[src/rtl/cpu_pkg.sv]
// cpu_pkg: opcodes, sequencer state encoding and A-register source codes
package cpu_pkg;
  localparam logic [3:0] OP_NOP = 4'h0;
  localparam logic [3:0] OP_LDA = 4'h1;
  localparam logic [3:0] OP_ADD = 4'h2;
  localparam logic [3:0] OP_SUB = 4'h3;
  localparam logic [3:0] OP_STA = 4'h4;
  localparam logic [3:0] OP_LDI = 4'h5;
  localparam logic [3:0] OP_JMP = 4'h6;
  localparam logic [3:0] OP_JC  = 4'h7;
  localparam logic [3:0] OP_JZ  = 4'h8;
  localparam logic [3:0] OP_OUT = 4'hE;
  localparam logic [3:0] OP_HLT = 4'hF;
  typedef enum logic [2:0] {FETCH, DECODE, MEM, EXEC, HALT} state_t;
  typedef enum logic [1:0] {ASRC_ALU = 2'd0, ASRC_MEM = 2'd1, ASRC_IMM = 2'd2} a_src_t;
endpackage

[src/rtl/cpu_instr_decode.sv]
// cpu_instr_decode: classifies an opcode into the sequencer's control categories
module cpu_instr_decode
  import cpu_pkg::*;
(
  input  logic [3:0] opcode,
  output logic       needs_mem,
  output logic       is_write,
  output logic       is_alu,
  output logic       is_jump,
  output logic       is_halt
);
  assign is_alu    = opcode == OP_ADD || opcode == OP_SUB;
  assign is_write  = opcode == OP_STA;
  assign needs_mem = is_alu || is_write || opcode == OP_LDA;
  assign is_jump   = opcode == OP_JMP || opcode == OP_JC || opcode == OP_JZ;
  assign is_halt   = opcode == OP_HLT;
endmodule

[src/rtl/cpu_control_sequencer.sv]
// cpu_control_sequencer: fetch/decode/execute controller for the 8-bit CPU
module cpu_control_sequencer
  import cpu_pkg::*;
#(
  parameter int ADDR_W = 4,
  parameter int DATA_W = 8,
  parameter int OPC_W  = 4
) (
  input  logic              clk,
  input  logic              reset,
  input  logic [ADDR_W-1:0] pc_addr,
  input  logic [DATA_W-1:0] mem_rdata,
  input  logic              mem_ready,
  input  logic              flag_c,
  input  logic              flag_z,
  output logic              mem_req,
  output logic              mem_we,
  output logic [ADDR_W-1:0] mem_addr,
  output logic              pc_inc,
  output logic              pc_load,
  output logic [ADDR_W-1:0] pc_load_addr,
  output logic [DATA_W-1:0] ir_out,
  output logic              a_load,
  output logic [1:0]        a_src,
  output logic              b_load,
  output logic              alu_sub,
  output logic              out_load,
  output logic              halted
);
  state_t state;
  logic [OPC_W-1:0] op;
  logic needs_mem, is_write, is_alu, is_jump, is_halt;
  logic fetch_s, dec_s, mem_s, exec_s, mem_done;
  assign op = ir_out[DATA_W-1 -: OPC_W];
  cpu_instr_decode u_dec (
    .opcode   (op),
    .needs_mem(needs_mem),
    .is_write (is_write),
    .is_alu   (is_alu),
    .is_jump  (is_jump),
    .is_halt  (is_halt)
  );
  always_ff @(posedge clk or posedge reset)
    if (reset) begin
      state  <= FETCH;
      ir_out <= '0;
    end else
      case (state)
        FETCH: if (mem_ready) begin
          ir_out <= mem_rdata;
          state  <= DECODE;
        end
        DECODE: state <= is_halt ? HALT : needs_mem ? MEM : EXEC;
        MEM: if (mem_ready) state <= is_alu ? EXEC : FETCH;
        EXEC: state <= FETCH;
        default: state <= HALT;
      endcase
  // reset gates every strobe so an in-flight access is dropped immediately
  assign fetch_s  = !reset && state == FETCH;
  assign dec_s    = !reset && state == DECODE;
  assign mem_s    = !reset && state == MEM;
  assign exec_s   = !reset && state == EXEC;
  assign mem_done = mem_s && mem_ready;
  assign mem_req  = fetch_s || mem_s;
  assign mem_we   = mem_s && is_write;
  assign mem_addr = mem_s ? ir_out[ADDR_W-1:0] : pc_addr;
  assign pc_inc   = dec_s;
  assign pc_load  = exec_s && is_jump && (op == OP_JMP || (op == OP_JC ? flag_c : flag_z));
  assign pc_load_addr = ir_out[ADDR_W-1:0];
  assign a_load   = (mem_done && op == OP_LDA) || (exec_s && (is_alu || op == OP_LDI));
  assign a_src    = mem_done && op == OP_LDA ? ASRC_MEM : exec_s && op == OP_LDI ? ASRC_IMM : ASRC_ALU;
  assign b_load   = mem_done && is_alu;
  assign alu_sub  = exec_s && op == OP_SUB;
  assign out_load = exec_s && op == OP_OUT;
  assign halted   = state == HALT;
endmodule

[config.mk]
export PLATFORM = sky130hd
export DESIGN_NAME = cpu_control_sequencer
export DESIGN_NICKNAME = d
export VERILOG_FILES = /design/src/rtl/cpu_pkg.sv /design/src/rtl/cpu_instr_decode.sv /design/src/rtl/cpu_control_sequencer.sv
export SDC_FILE = /design/constraint.sdc
export NUM_CORES = 1
export LEC_CHECK = 0
export BUFFER_PORTS_ARGS = -buffer_cell sky130_fd_sc_hd__buf_2
export CAP_MARGIN = 25
export CORE_MARGIN = 2
export CORE_UTILIZATION = 45
export CTS_CLUSTER_SIZE = 30
export DETAILED_ROUTE_END_ITERATION = 8
export PLACE_DENSITY = 0.89
export SYNTH_ARGS = -nofsm -noshare
export SYNTH_HDL_FRONTEND = slang
export SYNTH_SLANG_ARGS = --single-unit
[constraint.sdc]
create_clock -name clk -period 2.5 [get_ports clk]
set_input_delay 0.25 -clock clk [delete_from_list [all_inputs] [get_ports clk]]
set_output_delay 0.25 -clock clk [all_outputs]
set_load 0.01 [all_outputs]
==> impl_metrics.py <==
metrics = {
    "pwr": {
        "power_density_mw_per_mm2": 1130,
        "ir_worst_vdd_mv": 0.614,
        "p_leak_nw": 0.459,
    },
    "layout": {
        "layout_common_cells": "buf_2 (43), mux2_2 (11), dfrtp_1 (11)",
        "final_util_pct": 62.0,
        "antenna_cells": 0,
        "final_common_cell": "buf_2",
        "final_nets": 129,
        "areaGrowthSynthToFinish_pct": 27.1,
        "final_cells": 127,
        "drive_above_1_share_pct": 54.1,
        "postLayoutCellArea_um2": 945,
    },
    "placement": {
        "gp_congestion": 0.799,
        "portBuffers": 43,
        "place_area_um2": 918,
        "place_inst": 123,
        "dpl.hpwl_mm": 1.29,
    },
    "status": {
        "status": "finished clean",
    },
    "yosys": {
        "syn-num-nets": 90,
        "synth-warning-count": 0,
        "ys_types": 31,
        "avgSynthCellArea_um2": 10.2,
        "synth-seq-cells": 11,
        "synth-seq-area-share_pct": 37.0,
        "syn-cell-area_um2": 743,
        "synth_cells": 73,
    },
    "clock_network": {
        "cts_setup_buffers": 0,
        "cts_buffers": 3,
        "cts_resized": 0,
        "clock-sinks": 11,
        "cts_tree": "built",
        "clock_latency_ns": 0.26,
        "cts-root-buf": "clkbuf_4",
        "htreeDepth": 1,
        "cts_buffer_depth": 2,
        "path_clk_slew_ns": 0.07,
        "cts_hold_buf": 0,
    },
    "routing": {
        "drtIter0Drc": 7,
        "detail-route-antenna-nets": 0,
        "dr.pass1.iters": 4,
        "avgRoutedWirePerCell_um": 13.0,
        "vias": 703,
        "viasPerCell": 5.54,
        "drc": 0,
        "routed_wl_mm": 1.66,
    },
    "global_routing": {
        "grt_pass1_wl_mm": 2.64,
        "antenna_found_initial": 0,
        "grt_max_degree": 13,
        "track_usage_pct": 17.8,
        "grt_pass1_vias": 647,
        "grt_overflow": 0,
    },
    "floorplanning": {
        "die_h_um": 44.6,
        "dieArea_mm2": 0.00199,
        "coreArea_mm2": 0.00152,
        "initial_utilization_pct": 48.8,
        "row_count": 14,
        "die_w_um": 44.6,
        "pin_count": 44,
    },
    "worst_setup_path": {
        "startpoint_type": "register",
        "arrival_ns": 1.86,
        "path_class": "reg -> out",
        "crit_fanout": 11,
        "worst_setup_path_end_kind": "output pin",
        "cp.required_ns": 2.25,
    },
    "timing": {
        "relSlewSlack_pct": 60.6,
        "period_share_pct": 84.3,
        "finClkSkew_ns": 0.00146,
        "rsz0062_at_grt": "no",
        "worst_slew_pin_slew_ns": 0.588,
        "hold_viol": 0,
        "fin_crit_ns": 2.11,
        "drv_slew": 0,
        "finalSetupViolCount": 0,
        "setup_tns_ns": 0,
        "max_freq_mhz": 474,
    },
    "hold_path": {
        "hold_path.class": "in -> async",
    },
    "job": {
        "max_cap_viol_count": 0,
    },
}
## state kept, by name, summed over array words and instances, names as in the netlist
signal and cells:
ir_out 8, state 3
## final timing paths
check | start | end | slack (ns) | cells after the start
worst max register to register | state[0] | ir_out[1] | 0.81 | 2
worst max-delay path | state[0] | a_src[0] | 0.39 | 4
max in group asynchronous | reset | state[1] | 2.19 | 2
worst min register to register | ir_out[3] | ir_out[3] | 0.55 | 1
min in group clk | mem_rdata[4] | ir_out[4] | 0.20 | 3
worst min-delay path | reset | state[0] | 0.02 | 2
## per-layer routing
| layer | global-route usage [%] | vias up | wire length, µm |
|---|---|---|---|
| li1 | - | 337 | - |
| met3 | 2.86 | 0 | 174 |
| met5 | 0 | - | 0 |
| met1 | 21.6 | 318 | 665 |
| met2 | 29.3 | 48 | 816 |
| met4 | 10.9 | 0 | 0 |
## cell usage after synthesis (all sizes together)
| library cell | n | area, µm² |
|---|---|---|
| nand2 | 5 | 18.8 |
| dfrtp | 11 | 275 |
| nor4 | 1 | 6.26 |
| o21bai | 1 | 7.51 |
| o211ai | 1 | 7.51 |
| nand4b | 1 | 8.76 |
| clkbuf | 1 | 3.75 |
| o21ai | 1 | 5.00 |
| buf | 8 | 56.3 |
| or3b | 1 | 8.76 |
| nor3b | 1 | 7.51 |
| nor2b | 1 | 6.26 |
| and3 | 1 | 6.26 |
| nand3 | 2 | 10.0 |
| inv | 2 | 7.51 |
| a21oi | 2 | 10.0 |
| or3 | 1 | 6.26 |
| nand4 | 2 | 12.5 |
| mux2 | 11 | 124 |
| nand3b | 1 | 7.51 |
| o2bb2a | 1 | 10.0 |
| nor2 | 3 | 11.3 |
| nor4b | 3 | 56.3 |
| a221oi | 1 | 8.76 |
| and4b | 1 | 10.0 |
| nor3 | 4 | 20.0 |
| nand2b | 4 | 25.0 |
| o22ai | 1 | 6.26 |
## report_power, final
part,total (mW),switching (mW),internal (mW)
combinational,0.521,0.245,0.276
clock,0.115,0.0534,0.0616
sequential,0.433,0.168,0.264
## layout make-up
class / count / area [µm²]
Clock buffer: 4 / 26.3
Fill cell: 131 / 579
Inverter: 2 / 7.51
Multi-Input combinational cell: 51 / 400
Sequential cell: 11 / 275
Tap cell: 16 / 20.0
Timing Repair Buffer: 43 / 215
## stage by stage
stage	total power [mW]	setup WS [ns]	hold WS [ns]
after floorplan	0.835	0.836	0.102
after global placement	0.931	0.725	0.306
after detailed placement	0.954	0.664	0.316
after CTS	1.07	0.371	0.0317
after global routing	1.15	0.287	0.0544
final	1.07	0.392	0.0244
## cell families after synthesis
logic type	after synthesis	synth area share [%]
and+or+nand+nor	32	29.8
muxes	11	16.7
DFF	11	37.0
buffers and inverters	11	9.09
AOI/OAI and AO/OA	8	7.41
## critical path, cell delays in order (launching register included)
cell and delay [ns]:
dfrtp_1 0.53, nor4b_4 0.53, nand2_1 0.13, nor4_1 0.23
buf_2 0.17
No activity file was read; power rests on OpenSTA's default activity.
